==> config.mk <==
export PLATFORM = sky130hd
export DESIGN_NAME = bus_arbiter_flat
export DESIGN_NICKNAME = d
export VERILOG_FILES = /design/src/rtl/bus_arbiter_if.sv /design/src/rtl/bus_arbiter.sv /design/src/flat_wrapper.sv
export SDC_FILE = /design/constraint.sdc
export NUM_CORES = 1
export LEC_CHECK = 0
export CORE_MARGIN = 2
export CORE_UTILIZATION = 35
export CTS_CLUSTER_SIZE = 28
export DETAILED_ROUTE_END_ITERATION = 6
export SETUP_SLACK_MARGIN = 0.2
export SLEW_MARGIN = 40
export SYNTH_ARGS = -nofsm -noshare
export SYNTH_HDL_FRONTEND = slang
export SYNTH_SLANG_ARGS = --single-unit
==> constraint.sdc <==
create_clock -name CLK -period 3.9 [get_ports CLK]
set_input_delay 0.78 -clock CLK [delete_from_list [all_inputs] [get_ports CLK]]
set_output_delay 0.78 -clock CLK [all_outputs]
set_load 0.1 [all_outputs]
==> src/rtl/bus_arbiter_if.sv <==
// Control-line bundle between bus masters, the arbiter and the slave side.
// The arbiter uses the slave modport; the master modport drives requests.
interface bus_arbiter_if #(
  parameter int unsigned N_MASTERS = 2
);
  localparam int unsigned OW = (N_MASTERS > 1) ? $clog2(N_MASTERS) : 1;

  logic [N_MASTERS-1:0] M_REQ;
  logic [N_MASTERS-1:0] M_UTIL;
  logic [N_MASTERS-1:0] M_RW;
  logic                 S_ACK;
  logic [N_MASTERS-1:0] M_GRANT;
  logic [N_MASTERS-1:0] M_ACK;
  logic                 S_UTIL;
  logic                 S_RW;
  logic [OW-1:0]        OWNER;
  logic                 BUS_BUSY;
  logic                 TIMEOUT_EVT;

  modport master (
    output M_REQ, M_UTIL, M_RW, S_ACK,
    input  M_GRANT, M_ACK, S_UTIL, S_RW, OWNER, BUS_BUSY, TIMEOUT_EVT
  );

  modport slave (
    input  M_REQ, M_UTIL, M_RW, S_ACK,
    output M_GRANT, M_ACK, S_UTIL, S_RW, OWNER, BUS_BUSY, TIMEOUT_EVT
  );
endinterface

==> src/rtl/bus_arbiter.sv <==
// Round-robin arbiter for the shared serial bus: one-hot grant, control-line
// routing to the slave side, ACK return to the owner, revocation of unused grants.
module bus_arbiter #(
  parameter int unsigned N_MASTERS = 2,
  parameter int unsigned TIMEOUT   = 32
) (
  input logic          CLK,
  input logic          RSTN,
  bus_arbiter_if.slave bus
);
  localparam int unsigned OW = (N_MASTERS > 1) ? $clog2(N_MASTERS) : 1;
  localparam int unsigned CW = $clog2(TIMEOUT + 1);

  typedef enum logic [1:0] {
    ST_IDLE,
    ST_GRANTED,
    ST_BUSY,
    ST_RELEASE
  } state_t;

  state_t               r_state, w_state;
  logic [N_MASTERS-1:0] r_grant, w_grant;
  logic [OW-1:0]        r_owner, w_owner;
  logic [OW-1:0]        r_last,  w_last;
  logic [CW-1:0]        r_cnt,   w_cnt;
  logic                 r_busy,  w_busy;
  logic                 r_tevt,  w_tevt;

  logic                 w_found;
  logic [OW-1:0]        w_win;

  // Round-robin search starting just after the last owner, with wrap-around
  always_comb begin
    w_found = 1'b0;
    w_win   = '0;
    for (int k = 1; k <= int'(N_MASTERS); k++) begin
      for (int i = 0; i < int'(N_MASTERS); i++) begin
        if (!w_found && bus.M_REQ[i] &&
            (((int'(r_last) + k) % int'(N_MASTERS)) == i)) begin
          w_found = 1'b1;
          w_win   = OW'(i);
        end
      end
    end
  end

  always_ff @(posedge CLK or posedge RSTN) begin
    if (RSTN) begin
      r_state <= ST_IDLE;
      r_grant <= '0;
      r_owner <= '0;
      r_last  <= OW'(N_MASTERS - 1);
      r_cnt   <= '0;
      r_busy  <= 1'b0;
      r_tevt  <= 1'b0;
    end else begin
      r_state <= w_state;
      r_grant <= w_grant;
      r_owner <= w_owner;
      r_last  <= w_last;
      r_cnt   <= w_cnt;
      r_busy  <= w_busy;
      r_tevt  <= w_tevt;
    end
  end

  always_comb begin
    w_state = r_state;
    w_grant = r_grant;
    w_owner = r_owner;
    w_last  = r_last;
    w_cnt   = r_cnt;
    w_busy  = r_busy;
    w_tevt  = 1'b0;

    unique case (r_state)
      ST_IDLE, ST_RELEASE: begin
        if (w_found) begin
          w_state = ST_GRANTED;
          w_grant = N_MASTERS'(1) << w_win;
          w_owner = w_win;
          w_last  = w_win;
          w_cnt   = '0;
        end else begin
          w_state = ST_IDLE;
          w_grant = '0;
        end
      end

      // Release beats first use, which beats the timeout on the same edge
      ST_GRANTED: begin
        if (!bus.M_REQ[r_owner]) begin
          w_state = ST_RELEASE;
          w_grant = '0;
          w_busy  = 1'b0;
        end else if (bus.M_UTIL[r_owner]) begin
          w_state = ST_BUSY;
          w_busy  = 1'b1;
        end else if (r_cnt == CW'(TIMEOUT - 1)) begin
          w_state = ST_RELEASE;
          w_grant = '0;
          w_busy  = 1'b0;
          w_tevt  = 1'b1;
        end else begin
          w_cnt = r_cnt + CW'(1);
        end
      end

      ST_BUSY: begin
        if (!bus.M_REQ[r_owner]) begin
          w_state = ST_RELEASE;
          w_grant = '0;
          w_busy  = 1'b0;
        end
      end

      default: begin
        w_state = ST_IDLE;
        w_grant = '0;
        w_busy  = 1'b0;
      end
    endcase
  end

  assign bus.M_GRANT     = r_grant;
  assign bus.OWNER       = r_owner;
  assign bus.BUS_BUSY    = r_busy;
  assign bus.TIMEOUT_EVT = r_tevt;

  // Only the owner's control lines reach the slaves, and ACK only returns to it
  assign bus.S_UTIL = |(bus.M_UTIL & r_grant);
  assign bus.S_RW   = |(bus.M_RW & r_grant);
  assign bus.M_ACK  = r_grant & {N_MASTERS{bus.S_ACK}};

endmodule

==> src/flat_wrapper.sv <==
// flat-port wrapper written by rule: the top's interface ports become plain ports
module bus_arbiter_flat 
#(
  parameter int unsigned N_MASTERS = 2,
  parameter int unsigned TIMEOUT   = 32
)
  (CLK, RSTN, bus_M_REQ, bus_M_UTIL, bus_M_RW, bus_S_ACK, bus_M_GRANT, bus_M_ACK, bus_S_UTIL, bus_S_RW, bus_OWNER, bus_BUS_BUSY, bus_TIMEOUT_EVT);
  bus_arbiter_if #(.N_MASTERS(N_MASTERS)) bus_i ();
  input logic CLK;
  input logic RSTN;
  input wire logic [$bits(bus_i.M_REQ)-1:0] bus_M_REQ;
  input wire logic [$bits(bus_i.M_UTIL)-1:0] bus_M_UTIL;
  input wire logic [$bits(bus_i.M_RW)-1:0] bus_M_RW;
  input wire logic [$bits(bus_i.S_ACK)-1:0] bus_S_ACK;
  output wire logic [$bits(bus_i.M_GRANT)-1:0] bus_M_GRANT;
  output wire logic [$bits(bus_i.M_ACK)-1:0] bus_M_ACK;
  output wire logic [$bits(bus_i.S_UTIL)-1:0] bus_S_UTIL;
  output wire logic [$bits(bus_i.S_RW)-1:0] bus_S_RW;
  output wire logic [$bits(bus_i.OWNER)-1:0] bus_OWNER;
  output wire logic [$bits(bus_i.BUS_BUSY)-1:0] bus_BUS_BUSY;
  output wire logic [$bits(bus_i.TIMEOUT_EVT)-1:0] bus_TIMEOUT_EVT;
  assign bus_i.M_REQ = bus_M_REQ;
  assign bus_i.M_UTIL = bus_M_UTIL;
  assign bus_i.M_RW = bus_M_RW;
  assign bus_i.S_ACK = bus_S_ACK;
  assign bus_M_GRANT = bus_i.M_GRANT;
  assign bus_M_ACK = bus_i.M_ACK;
  assign bus_S_UTIL = bus_i.S_UTIL;
  assign bus_S_RW = bus_i.S_RW;
  assign bus_OWNER = bus_i.OWNER;
  assign bus_BUS_BUSY = bus_i.BUS_BUSY;
  assign bus_TIMEOUT_EVT = bus_i.TIMEOUT_EVT;
  bus_arbiter #(.N_MASTERS(N_MASTERS), .TIMEOUT(TIMEOUT)) u_core (.CLK(CLK), .RSTN(RSTN), .bus(bus_i));
endmodule
## Word-level counts from Yosys, hierarchy flattened

Cells that the tools add are included.

| cells by class | value |
|---|---|
| add/subtract/negate cells | 3 |
| order comparisons | 1 |
| eq/ne operators | 14 |
| shifts and indexed selects | 1 |
| muxes and demuxes | 37 |
| bitwise gates (word level) | 5 |
| reduce and logical (&&, ||, !) cells | 23 |

Operators with widths:

| kind | number |
|---|---|
| $logic_not A32 Y1 | 2 |
| $mux W6 | 4 |
| $mux W1 | 20 |
| $mux W2 | 9 |
| $pmux W2 S3 | 2 |
| $pmux W6 S2 | 1 |
| $eq A2 B2 Y1 const B | 4 |
| $logic_and A1 B1 Y1 | 7 |
| $add A6 B1 Y6 const B | 1 |
| $and A2 B2 Y2 | 3 |
| $eq A6 B5 Y1 const B | 1 |
| $ne A2 B2 Y1 const B | 3 |
| $ne A3 B3 Y1 const B | 2 |
| $reduce_and A3 Y1 | 2 |
| $reduce_or A2 Y1 | 3 |
| $reduce_and A5 Y1 | 1 |
| $ne A2 B1 Y1 const B | 2 |
| $ne A4 B4 Y1 const B | 1 |
| $reduce_and A2 Y1 | 2 |
| $reduce_bool A2 Y1 | 2 |
| $logic_not A1 Y1 | 3 |
| $add A1 B1 Y1 const B | 2 |
| $and A1 B1 Y1 const A | 2 |
| $eq A2 B1 Y1 const B | 1 |
| other kinds (4) | 4 |

| storage, ports and cells | value |
|---|---|
| flip-flop bits (word level) | 14 |
| bits of input ports | 9 |
| output and inout port bits | 9 |
| logic and storage cells | 91 |

## Depth between registers and ports, before layout

| depth | value |
|---|---|
| word-level depth | 20 |
| gate-level depth with buffers | 6 |
| gate-level depth less buffers | 6 |

## Worst setup path before layout

Ideal clock, no wire load.

| timing | value |
|---|---|
| path type | register -> output |
| start | register u_core.r_grant[0] (netlist: u_core.bus.M_GRANT[0]) |
| end | output port bus_S_RW |
| arrival time | 1.842 ns |
| path slack | 1.278 ns |
| stages on the path, launching flop included | 2 |
| path through | dfrtp_1 > a22o_1 |

| between the ends | value |
|---|---|
| longest elaborated chain between the ends | 2 |

RTL lines:

| item | RTL line | text |
|---|---|---|
| start, declared | bus_arbiter.sv:22 | `logic [N_MASTERS-1:0] r_grant, w_grant;` |
| start signal, assigned | bus_arbiter.sv:58 | `r_grant <= w_grant;` |
| $and A2 B2 Y2 | bus_arbiter.sv:132 | `assign bus.S_RW = \|(bus.M_RW & r_grant);` |
| $reduce_or A2 Y1 | bus_arbiter.sv:132 |  |
| end, declared | flat_wrapper.sv:18 | `output wire logic [$bits(bus_i.S_RW)-1:0] bus_S_RW;` |

No other way between the ends.

## Final worst setup path

| timing | value |
|---|---|
| start | input port bus_M_UTIL[0] |
| end | output port bus_S_UTIL |

| between the ends | value |
|---|---|
| longest elaborated chain between the ends | 2 |

RTL lines:

| item | RTL line | text |
|---|---|---|
| start, declared | flat_wrapper.sv:12 | `input wire logic [$bits(bus_i.M_UTIL)-1:0] bus_M_UTIL;` |
| $and A2 B2 Y2 | bus_arbiter.sv:131 | `assign bus.S_UTIL = \|(bus.M_UTIL & r_grant);` |
| $reduce_or A2 Y1 | bus_arbiter.sv:131 |  |
| end, declared | flat_wrapper.sv:17 | `output wire logic [$bits(bus_i.S_UTIL)-1:0] bus_S_UTIL;` |

No other way between the ends.

==> reports/results.txt <==
port buffer count = 17
vias = 763
Pint = 0.3949 mW
Post-DP Area = 1041 µm²
Synthesized Nets = 102
critical path, cell by cell = clkdlybuf4s50_1 > a22o_1 > buf_4
# DRC = 0
cts bufs inserted = 3
mean area per synthesized cell = 9.773 µm²
register area share after synthesis = 39.97%
clock buffer depth = 2
Yosys reg bits = 14
final WL = 1.870 mm
clk_lat worst skew = 280 ps
largest net degree at the start of global routing = 15
post-route cell area = 1077 µm²
Hold Buf Count CTS = 0
Post-DP HPWL = 1.412 mm
Comb power frac = 60.2%
CP Data Required Time = 3120 ps
Reg clk slew, reported paths = 90 ps
placer congestion estimate = 0.7472
largest cells by area after synthesis = dfrtp_1 (37%), nand2_1 (4.7%), ha_1 (4.3%), mux2i_1 (3.4%), dfstp_2 (3.0%)
Critical Path AT = 1810 ps
Final nets = 122
part of the power in the clock network = 12.6%
chip height = 54.13 µm
Post-synth EDFFs = 0
Mapped Area = 879.6 µm²
Post-Route Setup TNS = 0 ps
critical path's top delay family = buffers and inverters
CP Max Fanout = 4
Peak VDD IR = 0.3781 mV
Wirelength per Cell = 13.45 µm
MaxCap Viol Count = 0
area fraction of the dominant cell type after synthesis = 36.98%
Root Driver = clkbuf_4
die width = 54.13 µm
status = completed
DR iter-0 viols = 4
filler cell count = 238
Syn. warnings = 0
Final Skew = 4.868 ps
Most used DFF post-synth = dfrtp_1
Sw Ratio = 53.15%
max incr delay on CP = 580 ps
initial core utilization = 36.16%
Antenna Cells = 0
Seq pwr share = 27.1%
vias in the first global route = 704
unrepaired setup endpoints after global routing = no
total global routing overflow = 0
area leader, netlist = dfrtp_1
layout cells sized above 1 = 20.18%
CTS tree = done
Mapped Cells = 90
core area = 2432 µm²
measured slew at the worst slew-check pin = 550.0 ps
net switching power = 0.4480 mW
Fmax = 0.3862 GHz
number of distinct library cells after synthesis = 37
DRT Pass-1 Iters = 4
Vias/cell = 5.489
CP max-delay cell = clkdlybuf4s50_1
GRT Overall Usage = 14.32%
initial antenna violation count = 0
Slew Limit Fails = 0
Async SR Flop Fraction = 100.0%
die area = 2930 µm²
P&R area growth vs syn = 22.47%
HP Class = register to register
first-pass GRT wire length = 2.967 mm
Power Density = 782.4 nW/µm²
final period utilization = 66.39%
Final ANT Viol Nets = 0
fin crit period = 2589 ps
CP Capture Type = output port
TritonCTS Sinks = 14
Post-CTS Setup Inserts = 0
leakage = 0.4867 nW
Worst setup SP type = input pin
Max-slew headroom = 63.29%
Crit Path Class = input pin to output port
endpoints failing hold = 0
Post-CTS Resized = 0
CP Buf/Inv Count = 2
final setup vio count = 0
FP Rows = 18
Ports = 18
H-tree Lvls = 1
[logic make-up (layout without fill, tap and decap cells)]
group                      after synthesis  count (layout)  synth area share (%)
muxes                                    5               5                 5.974
and+or+nand+nor                         34              34                 23.19
AOI/OAI and AO/OA                       27              27                 23.19
adders and majority gates                3               3                 4.268
DFF                                     14              14                 39.97
buffers and inverters                    7              26                 3.414
[per-stage QoR]
stage	utilization, %	total power, mW	std cells	hold WS (ps)	worst slack (ps)
after floorplan	-	0.6507	90	470.2	1278
after global placement	43.83	0.7529	135	479.1	1333
after detailed placement	42.80	0.7414	135	488.1	1316
after CTS	44.29	0.8499	139	508.1	1314
after global routing	44.29	0.9022	139	524.7	1268
final	44.29	0.8429	139	502.5	1311
[sequential cells by signal, indices dropped and copies added, names as in the netlist]
| signal | count |
|---|---|
| u_core.r_last | 1 |
| u_core.bus.M_GRANT | 2 |
| u_core.r_state | 2 |
| u_core.r_cnt | 6 |
| u_core.bus.TIMEOUT_EVT | 1 |
| u_core.bus.OWNER | 1 |
| u_core.bus.BUS_BUSY | 1 |
[power by group through the flow]
stage	Clock (mW)	Sequential, mW	Combinational (mW)
3_5_place_dp	0	0.231	0.510
5_1_grt	0.119	0.238	0.546
6_report	0.107	0.229	0.508
4_1_cts	0.109	0.229	0.512
2_1_floorplan	0	0.330	0.321
3_3_place_gp	0	0.231	0.522
[cell usage in the layout, fill, tap and decap left out, types with 2 or more instances in the layout]
master | synthesis | final
nor2_1 | 3 | 3
a21o_1 | 3 | 3
buf_4 | 1 | 4
nand3_1 | 4 | 4
inv_1 | 5 | 5
o21ai_0 | 3 | 3
and2_1 | 3 | 3
dfrtp_1 | 13 | 13
o211ai_1 | 2 | 2
nand2_1 | 11 | 11
nor3b_1 | 2 | 2
a22o_1 | 2 | 2
and3_1 | 2 | 2
buf_2 | 0 | 5
or2_2 | 2 | 2
ha_1 | 3 | 3
clkbuf_4 | 0 | 3
o31ai_1 | 3 | 3
mux2i_1 | 3 | 3
mux2_2 | 2 | 2
a21oi_1 | 4 | 4
clkdlybuf4s50_1 | 0 | 8
nand4_1 | 2 | 2
[worst register-to-register path: cells and delay by family, from the launching register on]
kind                     cells  cell delay (ps)
AND/OR/NAND/NOR              3              820
flip-flops                   1              360
adder cells (fa/ha/maj)      1              360
AO/OA/AOI/OAI                1              260
buffers and inverters        1               60
[cells in the mapped netlist, types with 3 or more instances]
cell type / instances
a21o_1: 3
a21oi_1: 4
and2_1: 3
dfrtp_1: 13
ha_1: 3
inv_1: 5
mux2i_1: 3
nand2_1: 11
nand3_1: 4
nor2_1: 3
o21ai_0: 3
o31ai_1: 3
[worst paths after layout]
path                                                     from  slack, ps                                to  depth (start not counted)
max in group asynchronous                                RSTN       2690         u_core.r_last$_DFFE_PP1P_                          2
worst min register to register      u_core.r_last$_DFFE_PP1P_        500         u_core.r_last$_DFFE_PP1P_                          2
worst max register to register  u_core.r_state[0]$_DFFE_PP0P_       1940       u_core.r_cnt[5]$_DFFE_PP0P_                          6
worst max-delay path                            bus_M_UTIL[0]       1310                        bus_S_UTIL                          3
worst min-delay path                u_core.r_last$_DFFE_PP1P_        500         u_core.r_last$_DFFE_PP1P_                          2
min in group asynchronous                                RSTN        840  u_core.bus.TIMEOUT_EVT$_DFF_PP0_                          2
[metal layers]
metal | track usage [%] | vias up | wire [µm]
met5 | 0 | - | 0
met4 | 7.500 | 0 | 16
met3 | 2.500 | 2 | 113
met2 | 24.70 | 21 | 871
met1 | 16.75 | 357 | 869
li1 | - | 383 | -
[final cells by class]
class	instances	area, µm²	share of cell area (%)
inverter	5	18.77	1.742
tap	30	37.54	3.484
sequential	14	351.6	32.64
timing repair buffer	17	135.1	12.54
multi-input combinational	69	498.0	46.23
clock buffer	4	36.28	3.368
(Power assumes the default switching activity.)
